<file path="src/rtl/dmem_arbiter_if.sv">
// dmem_arbiter_if: one requester port of the data-memory arbiter.
//   master : requester side (pipeline MEM stage or DMA/debug loader)
//            drives req/we/lock/adr/be/din, receives gnt/ack/err/rdata
//   slave  : arbiter side
//   N      : word address width, M : data width
interface dmem_arbiter_if #(
    parameter int N = 8,
    parameter int M = 32
);
    logic         req;
    logic         we;
    logic         lock;
    logic [N-1:0] adr;
    logic [3:0]   be;
    logic [M-1:0] din;
    logic         gnt;
    logic         ack;
    logic         err;
    logic [M-1:0] rdata;

    modport master (output req, we, lock, adr, be, din,
                    input  gnt, ack, err, rdata);
    modport slave  (input  req, we, lock, adr, be, din,
                    output gnt, ack, err, rdata);
endinterface

</file>
<file path="src/rtl/dmem_arbiter.sv">
// dmem_arbiter: shares one single-port data RAM between the CPU port (c)
// and the DMA/debug port (d). At most one access is granted per cycle,
// round-robin on ties, with an optional bounded lock that keeps one port
// as owner for read-modify-write sequences.
//   clk, clrn     : clock, asynchronous active-low reset
//   c, d          : requester ports (dmem_arbiter_if.slave)
//   m_we/adr/be/din : RAM drive, m_dout : RAM combinational read data
module dmem_arbiter #(
    parameter int N    = 8,
    parameter int M    = 32,
    parameter int LMAX = 16
) (
    input  logic         clk,
    input  logic         clrn,
    dmem_arbiter_if.slave c,
    dmem_arbiter_if.slave d,
    output logic         m_we,
    output logic [N-1:0] m_adr,
    output logic [3:0]   m_be,
    output logic [M-1:0] m_din,
    input  logic [M-1:0] m_dout
);
    typedef enum logic [1:0] {IDLE, LOCK_C, LOCK_D} st_t;

    localparam logic       PTR_C = 1'b0;
    localparam logic       PTR_D = 1'b1;
    localparam logic [7:0] LMAX8 = 8'(LMAX);

    function automatic logic be_ok(input logic [3:0] be);
        case (be)
            4'b0001, 4'b0010, 4'b0100, 4'b1000,
            4'b0011, 4'b1100, 4'b1111: be_ok = 1'b1;
            default:                   be_ok = 1'b0;
        endcase
    endfunction

    st_t          st;
    logic         last;
    logic [7:0]   cnt;
    logic [7:0]   cnt_inc;
    logic         c_gnt, d_gnt;
    logic         c_ok, d_ok;
    logic         c_ack_q, d_ack_q;
    logic         c_err_q, d_err_q;
    logic [M-1:0] c_rd_q, d_rd_q;

    // Grant is combinational so there is no request-to-grant bubble.
    // In IDLE a tie goes to the port that was not served last.
    always_comb begin
        c_gnt = 1'b0;
        d_gnt = 1'b0;
        case (st)
            LOCK_C:  c_gnt = c.req;
            LOCK_D:  d_gnt = d.req;
            default: begin
                c_gnt = c.req & (~d.req | (last == PTR_D));
                d_gnt = d.req & (~c.req | (last == PTR_C));
            end
        endcase
    end

    assign c_ok    = be_ok(c.be);
    assign d_ok    = be_ok(d.be);
    assign cnt_inc = cnt + 8'd1;

    // Without a grant the RAM bus rests on the CPU port.
    assign m_adr = d_gnt ? d.adr : c.adr;
    assign m_be  = d_gnt ? d.be  : c.be;
    assign m_din = d_gnt ? d.din : c.din;
    assign m_we  = (c_gnt & c.we & c_ok) | (d_gnt & d.we & d_ok);

    // cnt counts ownership cycles including the entry cycle, so the
    // lock is forced off on the cycle that would make LMAX.
    always_ff @(posedge clk or negedge clrn) begin
        if (!clrn) begin
            st   <= IDLE;
            last <= PTR_D;
            cnt  <= 8'd0;
        end else begin
            case (st)
                IDLE: begin
                    if (c_gnt) begin
                        last <= PTR_C;
                        if (c.lock) begin
                            st  <= LOCK_C;
                            cnt <= 8'd1;
                        end
                    end else if (d_gnt) begin
                        last <= PTR_D;
                        if (d.lock) begin
                            st  <= LOCK_D;
                            cnt <= 8'd1;
                        end
                    end
                end
                LOCK_C: begin
                    cnt <= cnt_inc;
                    if (!c.lock || cnt_inc == LMAX8) begin
                        st   <= IDLE;
                        last <= PTR_C;
                    end
                end
                LOCK_D: begin
                    cnt <= cnt_inc;
                    if (!d.lock || cnt_inc == LMAX8) begin
                        st   <= IDLE;
                        last <= PTR_D;
                    end
                end
                default: st <= IDLE;
            endcase
        end
    end

    // m_dout is already steered to the granted port's address, so a
    // granted read captures it at the edge ending the grant cycle.
    always_ff @(posedge clk or negedge clrn) begin
        if (!clrn) begin
            c_ack_q <= 1'b0;
            d_ack_q <= 1'b0;
            c_err_q <= 1'b0;
            d_err_q <= 1'b0;
            c_rd_q  <= '0;
            d_rd_q  <= '0;
        end else begin
            c_ack_q <= c_gnt;
            d_ack_q <= d_gnt;
            c_err_q <= c_gnt & c.we & ~c_ok;
            d_err_q <= d_gnt & d.we & ~d_ok;
            if (c_gnt && !c.we) c_rd_q <= m_dout;
            if (d_gnt && !d.we) d_rd_q <= m_dout;
        end
    end

    assign c.gnt   = c_gnt;
    assign d.gnt   = d_gnt;
    assign c.ack   = c_ack_q;
    assign d.ack   = d_ack_q;
    assign c.err   = c_err_q;
    assign d.err   = d_err_q;
    assign c.rdata = c_rd_q;
    assign d.rdata = d_rd_q;
endmodule

</file>
<file path="src/flat_wrapper.sv">
// flat-port wrapper written by rule: the top's interface ports become plain ports
module dmem_arbiter_flat 
#(
    parameter int N    = 8,
    parameter int M    = 32,
    parameter int LMAX = 16
)
  (clk, clrn, m_we, m_adr, m_be, m_din, m_dout, c_req, c_we, c_lock, c_adr, c_be, c_din, c_gnt, c_ack, c_err, c_rdata, d_req, d_we, d_lock, d_adr, d_be, d_din, d_gnt, d_ack, d_err, d_rdata);
  dmem_arbiter_if #(.N(N), .M(M)) c_i ();
  dmem_arbiter_if #(.N(N), .M(M)) d_i ();
  input  logic clk;
  input  logic clrn;
  output logic m_we;
  output logic [N-1:0] m_adr;
  output logic [3:0] m_be;
  output logic [M-1:0] m_din;
  input  logic [M-1:0] m_dout;
  input wire logic [$bits(c_i.req)-1:0] c_req;
  input wire logic [$bits(c_i.we)-1:0] c_we;
  input wire logic [$bits(c_i.lock)-1:0] c_lock;
  input wire logic [$bits(c_i.adr)-1:0] c_adr;
  input wire logic [$bits(c_i.be)-1:0] c_be;
  input wire logic [$bits(c_i.din)-1:0] c_din;
  output wire logic [$bits(c_i.gnt)-1:0] c_gnt;
  output wire logic [$bits(c_i.ack)-1:0] c_ack;
  output wire logic [$bits(c_i.err)-1:0] c_err;
  output wire logic [$bits(c_i.rdata)-1:0] c_rdata;
  input wire logic [$bits(d_i.req)-1:0] d_req;
  input wire logic [$bits(d_i.we)-1:0] d_we;
  input wire logic [$bits(d_i.lock)-1:0] d_lock;
  input wire logic [$bits(d_i.adr)-1:0] d_adr;
  input wire logic [$bits(d_i.be)-1:0] d_be;
  input wire logic [$bits(d_i.din)-1:0] d_din;
  output wire logic [$bits(d_i.gnt)-1:0] d_gnt;
  output wire logic [$bits(d_i.ack)-1:0] d_ack;
  output wire logic [$bits(d_i.err)-1:0] d_err;
  output wire logic [$bits(d_i.rdata)-1:0] d_rdata;
  assign c_i.req = c_req;
  assign c_i.we = c_we;
  assign c_i.lock = c_lock;
  assign c_i.adr = c_adr;
  assign c_i.be = c_be;
  assign c_i.din = c_din;
  assign c_gnt = c_i.gnt;
  assign c_ack = c_i.ack;
  assign c_err = c_i.err;
  assign c_rdata = c_i.rdata;
  assign d_i.req = d_req;
  assign d_i.we = d_we;
  assign d_i.lock = d_lock;
  assign d_i.adr = d_adr;
  assign d_i.be = d_be;
  assign d_i.din = d_din;
  assign d_gnt = d_i.gnt;
  assign d_ack = d_i.ack;
  assign d_err = d_i.err;
  assign d_rdata = d_i.rdata;
  dmem_arbiter #(.N(N), .M(M), .LMAX(LMAX)) u_core (.clk(clk), .clrn(clrn), .c(c_i), .d(d_i), .m_we(m_we), .m_adr(m_adr), .m_be(m_be), .m_din(m_din), .m_dout(m_dout));
endmodule
</file>
<file path="config.mk">
export PLATFORM = sky130hd
export DESIGN_NAME = dmem_arbiter_flat
export DESIGN_NICKNAME = d
export VERILOG_FILES = /design/src/rtl/dmem_arbiter_if.sv /design/src/rtl/dmem_arbiter.sv /design/src/flat_wrapper.sv
export SDC_FILE = /design/constraint.sdc
export NUM_CORES = 1
export LEC_CHECK = 0
export ABC_AREA = 1
export BUFFER_PORTS_ARGS = -buffer_cell sky130_fd_sc_hd__buf_2
export CAP_MARGIN = 40
export CORE_MARGIN = 1.5
export CORE_UTILIZATION = 42
export CTS_CLUSTER_DIAMETER = 120
export DETAILED_ROUTE_END_ITERATION = 8
export GPL_TIMING_DRIVEN = 1
export PLACE_DENSITY = 0.78
export RECOVER_POWER = 100
export SLEW_MARGIN = 20
export SYNTH_ARGS = -nofsm -noshare
export SYNTH_HDL_FRONTEND = slang
export SYNTH_SLANG_ARGS = --single-unit
export TNS_END_PERCENT = 20
</file>
<file path="constraint.sdc">
create_clock -name clk -period 3.7 [get_ports clk]
set_input_delay 0.37 -clock clk [delete_from_list [all_inputs] [get_ports clk]]
set_output_delay 0.37 -clock clk [all_outputs]
set_load 0.01 [all_outputs]
</file>
-- Word level (Yosys, flattened, before mapping)
Index checks and enable logic that the tools add are counted.
- logic and storage cells: 89
- flip-flop bits (word level): 79
- output and inout bits: 115
- mux-type cells: 24
- bitwise gates (word level): 16
- $add $sub $neg: 1
- equality and inequality tests: 22
- reductions and logical operators: 17
- operators by type and width (kind ; count):
    8-bit 2-to-1 mux ; 5
    32-bit 2-to-1 mux ; 1
    4-bit == test (second input constant) ; 6
    4-bit by 2-bit == test with 1-bit output (second input constant) ; 4
    8-bit case mux with 2 select lines ; 1
    7-bit OR reduction ; 2
    2-bit 2-to-1 mux ; 6
    8-bit by 1-bit adder with 8-bit output (second input constant) ; 1
    1-bit bitwise AND ; 8
    4-bit by 1-bit == test with 1-bit output (second input constant) ; 2
    4-bit by 3-bit == test with 1-bit output (second input constant) ; 2
    8-bit by 5-bit == test with 1-bit output (second input constant) ; 1
    4-bit AND reduction ; 2
    1-bit 2-to-1 mux ; 6
    2-bit case mux with 3 select lines ; 1
    1-bit inverter ; 5
    5-bit AND reduction ; 1
    1-bit logical NOT ; 4
    4-bit 2-to-1 mux ; 1
    2-bit by 1-bit inequality test with 1-bit output (second input constant) ; 2
    1-bit case mux with 2 select lines ; 2
    3-bit by 1-bit inequality test with 1-bit output (second input constant) ; 1
    3-bit by 2-bit inequality test with 1-bit output (second input constant) ; 1
    3-bit inequality test (second input constant) ; 1
    10 further kinds ; 14

-- Logic depth before layout (Yosys ltp)
Gate-level depths: netlist (run 1).
- word-level depth: 7
- mapped depth: 12

-- Worst setup path after synthesis (run 1)
Ideal clock, no wire load.
- path kind: register to output
- from: reg u_core.st[0]
- to: out m_adr[0]
- data arrival time: 1658 ps
- cell stages (with the launch flop): 10
- slack: 1672 ps
- cell sequence: dfrtp_1 > inv_1 > ha_1 > buf_4 > nand3_2 > nand2_4 > buf_2 > buf_2 > nand2_1 > nand2_1
- longest elaborated chain between the ends: 3
- RTL lines (element ; line ; RTL):
    from (decl) ; dmem_arbiter.sv:37 ; st_t st;
    from (signal assigned) ; dmem_arbiter.sv:76 ; st <= IDLE;
    from (signal assigned) ; dmem_arbiter.sv:85 ; st <= LOCK_C;
    from (signal assigned) ; dmem_arbiter.sv:91 ; st <= LOCK_D;
    2-bit == test / 2-bit by 1-bit == test with 1-bit output (equally long branches) ; dmem_arbiter.sv:52 ; case (st)
    1-bit case mux with 2 select lines (*) ; dmem_arbiter.sv:52 ;
    named net d_gnt ; flat_wrapper.sv:34 ; output wire logic [$bits(d_i.gnt)-1:0] d_gnt;
    8-bit 2-to-1 mux (*) ; dmem_arbiter.sv:67 ; assign m_adr = d_gnt ? d.adr : c.adr;
    to (decl) ; flat_wrapper.sv:14 ; output logic [N-1:0] m_adr;
The timed path passes the listed nets; every way through them passes the cells marked *.

-- Final worst setup path (run 1)
- from: reg u_core.st[0]
- to: out m_din[28]
- longest elaborated chain between the ends: 3
- RTL lines (element ; line ; RTL):
    2-bit == test / 2-bit by 1-bit == test with 1-bit output (equally long branches) ; dmem_arbiter.sv:52 ;
    1-bit case mux with 2 select lines (*) ; dmem_arbiter.sv:52 ;
    32-bit 2-to-1 mux (*) ; dmem_arbiter.sv:69 ; assign m_din = d_gnt ? d.din : c.din;
    to (decl) ; flat_wrapper.sv:16 ; output logic [M-1:0] m_din;
Mark *: on every way between the ends. The rest lies on a longest branch, timed or not.

==> results of run 1 <==
-- power breakdown --
part / total, mW / switching (mW) / internal (mW)
registers: 1.50 / 0.226 / 1.27
clock network: 0.607 / 0.348 / 0.258
logic: 2.06 / 1.28 / 0.778
total: 4.16 / 1.86 / 2.31
-- cell families (layout without fill, tap and decap cells) --
family / after synthesis / in the layout / share of synthesized area [%]
AOI/OAI and AO/OA: 16 / 16 / 2.91
muxes: 64 / 64 / 20.1
and+or+nand+nor: 221 / 221 / 22.4
xor gates and xnor gates: 1 / 1 / 0.214
adders and majority gates: 5 / 5 / 1.53
DFF: 79 / 79 / 48.4
buffers and inverters: 34 / 279 / 4.38
-- synth_stat cells, drive strengths merged --
master,instances
a21boi,2
buf,13
inv,17
nor3,1
nor4,1
xnor2,1
nand4,2
a21oi,1
ha,5
dfrtp,78
nand3,14
clkbuf,4
o21ai,12
o22a,1
nand2,181
mux2,64
nand3b,3
dfstp,1
nor2,19
-- worst max-delay path: cells and delay by family (launching register included) --
family,cells,cell delay (ps)
flip-flops,1,410
AND/OR/NAND/NOR,4,580
buffers and inverters,4,890
adder cells (fa/ha/maj),1,530
-- area by class of cell --
type	instances	share of cell area, %
clock inverters	7	1.21
well taps	129	3.06
inverters	17	1.21
flip-flops and latches	79	37.5
clock buffers	9	2.35
repair buffers	246	20.8
multi-input cells	307	33.9
-- registers in the layout, summed over array words and instances, names as in the netlist --
register / cells
u_core.d.rdata: 32
u_core.d.ack: 1
u_core.c.ack: 1
u_core.cnt: 8
u_core.c.rdata: 32
u_core.c.err: 1
u_core.d.err: 1
u_core.st: 2
u_core.last: 1
-- worst min-delay path by stage --
stage	to	slack, ps	cells after the start
after global routing	u_core.d.rdata[10]	210	2
after CTS	u_core.d.rdata[20]	220	2
after detailed placement	u_core.c.rdata[21]	320	1
final	u_core.d.rdata[10]	240	2
after global placement	u_core.last	460	2
after floorplan	u_core.c.ack	70	0
-- layer usage --
metal / GRT usage [%] / vias up / routed length, um
met5: 0 / - / 37
met4: 9.29 / 2 / 274
met3: 5.04 / 25 / 895
met2: 37.9 / 182 / 5640
met1: 23.4 / 1719 / 4430
li1: - / 1828 / -
-- timing repair --
item / in CTS / in global routing
endpoints found under the hold margin: 25 / 0
gates resized for setup: 0 / 0
hold buffers: 1 / 0
-- metrics by stage --
stage	hold WS (ps)	power, mW	cell area, sq um
floorplan	74.4	3.05	4090
global placement	457	3.85	5370
detailed placement	318	3.94	5390
CTS	222	4.56	5590
global route	213	4.50	5270
finish	239	4.16	5270
==> metrics.txt, run 1 <==
# TYPE chip_impl_metric gauge
chip_impl_metric{name="cts.htree.levels",unit=""} 3
chip_impl_metric{name="worstPathArrival",unit="ps"} 2780
chip_impl_metric{name="antenna_violations_before_repair",unit=""} 0
chip_impl_metric{name="hold_violations",unit=""} 0
chip_impl_metric{name="grt-ovfl-total",unit=""} 0
chip_impl_metric{name="ir_worst_vdd",unit="mV"} 0.259
chip_impl_metric{name="antenna_left",unit=""} 0
chip_impl_metric{name="place.port_buffers",unit=""} 242
chip_impl_info{name="mostFrequentLayoutCells",value="sky130_fd_sc_hd__nand2_1, sky130_fd_sc_hd__buf_2, sky130_fd_sc_hd__clkbuf_1"} 1
chip_impl_info{name="synth_area_leaders",value="sky130_fd_sc_hd__dfrtp_1, sky130_fd_sc_hd__nand2_1, sky130_fd_sc_hd__mux2_4"} 1
chip_impl_metric{name="clock_latency",unit="ps"} 360
chip_impl_metric{name="postLayoutCoreUtil",unit="%"} 56.5
chip_impl_info{name="startpoint",value="u_core.st[0]"} 1
chip_impl_metric{name="ys_ff_latch",unit=""} 79
chip_impl_metric{name="floorplan.die_area",unit="sq um"} 10300
chip_impl_metric{name="required",unit="ps"} 3330
chip_impl_metric{name="die_h",unit="um"} 102
chip_impl_metric{name="cap_viol_max_count",unit=""} 0
chip_impl_metric{name="synth_cell_types",unit=""} 33
chip_impl_info{name="crit-reg2reg-capture",value="u_core.d.rdata[23]"} 1
chip_impl_metric{name="wire_length_per_cell",unit="um"} 14.2
chip_impl_metric{name="route.vias.total",unit=""} 3756
chip_impl_metric{name="area.growth.synth_to_final",unit="%"} 29.1
chip_impl_metric{name="layout_cell_share_with_drive_strength_beyond_1",unit="%"} 28.0
chip_impl_metric{name="syn-num-nets",unit=""} 553
chip_impl_metric{name="max_freq",unit="MHz"} 317
chip_impl_metric{name="power.density",unit="nW/um^2"} 790
chip_impl_metric{name="core-area",unit="sq um"} 9330
chip_impl_metric{name="place_congestion",unit=""} 0.933
chip_impl_info{name="root_buffer",value="sky130_fd_sc_hd__clkbuf_8"} 1
chip_impl_metric{name="relative_slew_slack",unit="%"} 3.66
chip_impl_metric{name="setup_viol",unit=""} 0
chip_impl_metric{name="transition_time_of_the_tightest_slew_check_pin",unit="ps"} 1450
chip_impl_metric{name="clock_path_buffers",unit=""} 2
chip_impl_metric{name="synth.top_cell.area_share",unit="%"} 47.8
chip_impl_metric{name="start_util",unit="%"} 43.8
chip_impl_info{name="timing.critical_path.slowest_stage_cell",value="sky130_fd_sc_hd__ha_1"} 1
chip_impl_metric{name="grt_pass1_wl",unit="mm"} 16.7
chip_impl_metric{name="timing.final.ws_setup",unit="ps"} 546
chip_impl_info{name="worst_hold_startpoint",value="m_dout[10]"} 1
chip_impl_metric{name="tritoncts.num_buffers",unit=""} 9
chip_impl_metric{name="final-instance-count-excl-fill",unit=""} 794
chip_impl_metric{name="routed_wire_length",unit="mm"} 11.3
chip_impl_metric{name="crit_path_max_fanout",unit=""} 45
chip_impl_info{name="critPathCapture",value="m_din[28]"} 1
chip_impl_metric{name="post-place-ws",unit="ps"} 984
chip_impl_metric{name="core.rowCount",unit=""} 35
chip_impl_metric{name="finalWorstPathRequiredPeriod",unit="ps"} 3150
chip_impl_metric{name="placed_cells_incl_taps",unit=""} 777
chip_impl_metric{name="detailed_place_hpwl",unit="mm"} 8.95
chip_impl_metric{name="synth.cell_area",unit="sq um"} 4090
chip_impl_info{name="crit_path_cell_trace",value="inv_1 > ha_1 > inv_1 > nand3_1 > nand2_4 > inv_2 > nand2_1 > nand2_1 > clkbuf_1"} 1
chip_impl_metric{name="synth_sequential_area_ratio",unit="%"} 48.4
chip_impl_metric{name="seq_area",unit="sq um"} 1980
chip_impl_metric{name="clock_skew",unit="ps"} 11.6
chip_impl_info{name="rsz0062_at_grt",value="false"} 1
chip_impl_info{name="synth_top_cell_by_area",value="sky130_fd_sc_hd__dfrtp_1"} 1
chip_impl_metric{name="io-pin-count",unit=""} 243
chip_impl_metric{name="cts.sinks",unit=""} 79
chip_impl_metric{name="period_share",unit="%"} 85.2
chip_impl_metric{name="reg2regPathDepth",unit=""} 8
chip_impl_info{name="path_class",value="flip-flop to primary output"} 1
chip_impl_info{name="hp-class",value="input port to flip-flop"} 1
chip_impl_metric{name="synth_warnings",unit=""} 0
chip_impl_metric{name="num-fill-cells",unit=""} 932
chip_impl_info{name="startpoint_kind_of_the_worst_setup_timing_path",value="flip-flop"} 1
chip_impl_metric{name="grt_start_max_net_pins",unit=""} 54
chip_impl_metric{name="worst-r2r-setup-slack",unit="ps"} 740
chip_impl_metric{name="detail_route.first_pass.iterations",unit=""} 4
chip_impl_metric{name="timing.critical_path.slowest_cell_delay",unit="ps"} 530
chip_impl_metric{name="power.static_leakage",unit="nW"} 2.64
chip_impl_metric{name="post-route-drc-count",unit=""} 0
chip_impl_metric{name="fin_tns_setup",unit="ps"} 0
chip_impl_metric{name="syn_inst",unit=""} 420
chip_impl_metric{name="grt_util_all_layers",unit="%"} 21.0
chip_impl_metric{name="via_count_of_the_first_global_routing_pass",unit=""} 3603
chip_impl_metric{name="post_cts.repair.setup_buffers",unit=""} 0
chip_impl_metric{name="multi_input_area",unit="sq um"} 1790
chip_impl_metric{name="antenna_cells_inserted",unit=""} 0
chip_impl_info{name="cts_tree",value="yes"} 1
chip_impl_metric{name="fin_nets",unit=""} 793
chip_impl_metric{name="clk_transition_reported_paths",unit="ps"} 90
chip_impl_info{name="mostFrequentLayoutCell",value="sky130_fd_sc_hd__nand2_1"} 1
chip_impl_info{name="outcome",value="finished, final reports clean"} 1
chip_impl_metric{name="maxSlewViolCount",unit=""} 0
chip_impl_metric{name="detailed_router_s_first_iteration_violation_count",unit=""} 124
chip_impl_metric{name="die_x",unit="um"} 102
chip_impl_metric{name="drt-vias-per-instance",unit=""} 4.73
chip_impl_info{name="timing.critical_path.to_type",value="primary output"} 1
chip_impl_metric{name="synthesis.area_per_instance",unit="sq um"} 9.73
chip_impl_info{name="reg2reg_from",value="u_core.st[0]"} 1
Note: power is estimated with default switching activity, not from simulation.
==> inputs of run 2 (changes only) <==
Settings changed: CORE_UTILIZATION 42 to 30, GPL_TIMING_DRIVEN 1 to 0, PLACE_DENSITY 0.78 to default.
==> metrics.txt, run 2 (same netlist as run 1, synthesis figures left out) <==
# TYPE chip_impl_metric gauge
chip_impl_info{name="outcome",value="complete, but fails checks"} 1
chip_impl_info{name="violations",value="max-capacitance violations, max-slew violations"} 1
chip_impl_metric{name="via_count_of_the_first_global_routing_pass",unit=""} 3783
chip_impl_metric{name="clock_skew",unit="ps"} 8.65
chip_impl_metric{name="die_x",unit="um"} 120
chip_impl_metric{name="detail_route.first_pass.iterations",unit=""} 4
chip_impl_metric{name="power.static_leakage",unit="nW"} 2.77
chip_impl_metric{name="cts.sinks",unit=""} 79
chip_impl_metric{name="cap_viol_max_count",unit=""} 1
chip_impl_metric{name="detailed_router_s_first_iteration_violation_count",unit=""} 172
chip_impl_metric{name="tritoncts.num_buffers",unit=""} 9
chip_impl_metric{name="timing.final.ws_setup",unit="ps"} 677
chip_impl_metric{name="drt-vias-per-instance",unit=""} 4.46
chip_impl_metric{name="die_h",unit="um"} 120
chip_impl_metric{name="fin_tns_setup",unit="ps"} 0
chip_impl_info{name="mostFrequentLayoutCells",value="sky130_fd_sc_hd__nand2_1, sky130_fd_sc_hd__buf_2, sky130_fd_sc_hd__clkbuf_1"} 1
chip_impl_metric{name="max_freq",unit="MHz"} 331
chip_impl_info{name="timing.critical_path.slowest_stage_cell",value="sky130_fd_sc_hd__dfrtp_1"} 1
chip_impl_metric{name="maxSlewViolCount",unit=""} 26
chip_impl_info{name="crit_path_cell_trace",value="inv_1 > ha_1 > clkbuf_1 > nand3_1 > nand2_4 > buf_2 > buf_2 > nand2_1 > nand2_1 > clkbuf_1"} 1
chip_impl_metric{name="clock_path_buffers",unit=""} 2
chip_impl_info{name="cts_tree",value="yes"} 1
chip_impl_info{name="path_class",value="flip-flop to primary output"} 1
chip_impl_metric{name="place_congestion",unit=""} 0.934
chip_impl_metric{name="timing.critical_path.slowest_cell_delay",unit="ps"} 400
chip_impl_info{name="timing.critical_path.to_type",value="primary output"} 1
chip_impl_metric{name="post-place-ws",unit="ps"} 1290
chip_impl_info{name="worst_hold_startpoint",value="m_dout[2]"} 1
chip_impl_metric{name="grt_pass1_wl",unit="mm"} 19.0
chip_impl_metric{name="layout_cell_share_with_drive_strength_beyond_1",unit="%"} 28.7
chip_impl_metric{name="worstPathArrival",unit="ps"} 2650
chip_impl_metric{name="grt_start_max_net_pins",unit=""} 55
chip_impl_metric{name="fin_nets",unit=""} 808
chip_impl_info{name="reg2reg_from",value="u_core.st[0]"} 1
chip_impl_metric{name="antenna_cells_inserted",unit=""} 0
chip_impl_info{name="root_buffer",value="sky130_fd_sc_hd__clkbuf_16"} 1
chip_impl_metric{name="io-pin-count",unit=""} 243
chip_impl_metric{name="wire_length_per_cell",unit="um"} 14.2
chip_impl_metric{name="clk_transition_reported_paths",unit="ps"} 60
chip_impl_metric{name="cts.htree.levels",unit=""} 3
chip_impl_metric{name="detailed_place_hpwl",unit="mm"} 9.84
chip_impl_metric{name="floorplan.die_area",unit="sq um"} 14300
chip_impl_metric{name="finalWorstPathRequiredPeriod",unit="ps"} 3020
chip_impl_metric{name="period_share",unit="%"} 81.7
chip_impl_metric{name="area.growth.synth_to_final",unit="%"} 35.8
chip_impl_info{name="mostFrequentLayoutCell",value="sky130_fd_sc_hd__nand2_1"} 1
chip_impl_metric{name="clock_latency",unit="ps"} 340
chip_impl_metric{name="antenna_left",unit=""} 0
chip_impl_metric{name="relative_slew_slack",unit="%"} -6.76
chip_impl_metric{name="transition_time_of_the_tightest_slew_check_pin",unit="ps"} 1600
chip_impl_metric{name="hold_violations",unit=""} 0
chip_impl_metric{name="core-area",unit="sq um"} 13200
chip_impl_info{name="cp_top_family",value="buffers and inverters"} 1
chip_impl_metric{name="grt_util_all_layers",unit="%"} 16.9
chip_impl_info{name="hp-class",value="input port to flip-flop"} 1
chip_impl_info{name="startpoint_kind_of_the_worst_setup_timing_path",value="flip-flop"} 1
chip_impl_metric{name="post-route-drc-count",unit=""} 0
chip_impl_metric{name="grt-ovfl-total",unit=""} 0
chip_impl_metric{name="critPathBufInv",unit=""} 5
chip_impl_metric{name="ir_worst_vdd",unit="mV"} 0.286
chip_impl_metric{name="power.density",unit="nW/um^2"} 823
chip_impl_metric{name="antenna_violations_before_repair",unit=""} 0
chip_impl_metric{name="place.port_buffers",unit=""} 242
chip_impl_metric{name="num-fill-cells",unit=""} 1437
chip_impl_metric{name="crit_path_max_fanout",unit=""} 11
chip_impl_metric{name="ctsResizeCount",unit=""} 0
chip_impl_metric{name="routed_wire_length",unit="mm"} 12.2
chip_impl_metric{name="core.rowCount",unit=""} 42
chip_impl_info{name="rsz0062_at_grt",value="false"} 1
chip_impl_metric{name="start_util",unit="%"} 30.9
chip_impl_metric{name="required",unit="ps"} 3330
chip_impl_metric{name="setup_viol",unit=""} 0
chip_impl_metric{name="route.vias.total",unit=""} 3817
chip_impl_info{name="startpoint",value="u_core.st[0]"} 1
run 2: cell type report:
type	instances	area, sq um	area share [%]
Clock buffer	11	253	4.55
Multi-Input combinational cell	307	1790	32.3
Buffer	17	70.1	1.26
Inverter	17	63.8	1.15
Clock inverter	5	63.8	1.15
Tap cell	176	220	3.97
Timing Repair Buffer	244	1110	20.0
Sequential cell	79	1980	35.6
run 2: repair_timing:
| action | 4_1_cts | 5_1_grt |
|---|---|---|
| hold endpoints to repair | 24 | 0 |
| hold buffers | 1 | 0 |
| setup buffers | 0 | 0 |
run 2: layer usage:
metal  global-route usage (%)  part of all wire [%]
met4                     8.04                   2.6
met5                        0                     0
met3                     3.52                   6.6
met2                     30.1                    50
met1                     19.4                    41
run 2: worst register-to-register path, delay by kind of cell (launching register included):
| kind | cells | cell delay (ps) |
|---|---|---|
| buffers and inverters | 3 | 880 |
| flip-flops | 1 | 400 |
| adder cells (fa/ha/maj) | 1 | 330 |
| multiplexers | 1 | 380 |
| AND/OR/NAND/NOR | 3 | 540 |
run 2: worst paths after layout:
path                            slack (ps)  depth (start not counted)            endpoint
worst max-delay path                   680                         10            m_adr[5]
worst min register to register         470                          2         u_core.last
worst min-delay path                   250                          2   u_core.d.rdata[2]
worst max register to register        1060                          8   u_core.d.rdata[0]
min in group asynchronous              970                          2  u_core.c.rdata[25]
max in group asynchronous             1780                          3   u_core.c.rdata[8]
run 2: stage by stage:
stage	std cells	utilization [%]	power (mW)	area (sq um)	hold slack, ps
final	856	41.9	4.57	5550	255
after global routing	856	41.9	4.93	5550	252
after CTS	856	44.4	5.02	5870	244
after detailed placement	839	41.9	4.07	5550	319
after global placement	838	41.7	4.02	5520	459
after floorplan	420	-	3.05	4090	74.4
run 2: report_power, final:
part / switching (mW) / leakage (nW) / total (mW) / internal (mW)
registers: 0.219 / 0.954 / 1.49 / 1.27
logic: 1.33 / 1.66 / 2.15 / 0.825
clock network: 0.360 / 0.152 / 0.924 / 0.564
total: 1.90 / 2.77 / 4.57 / 2.66
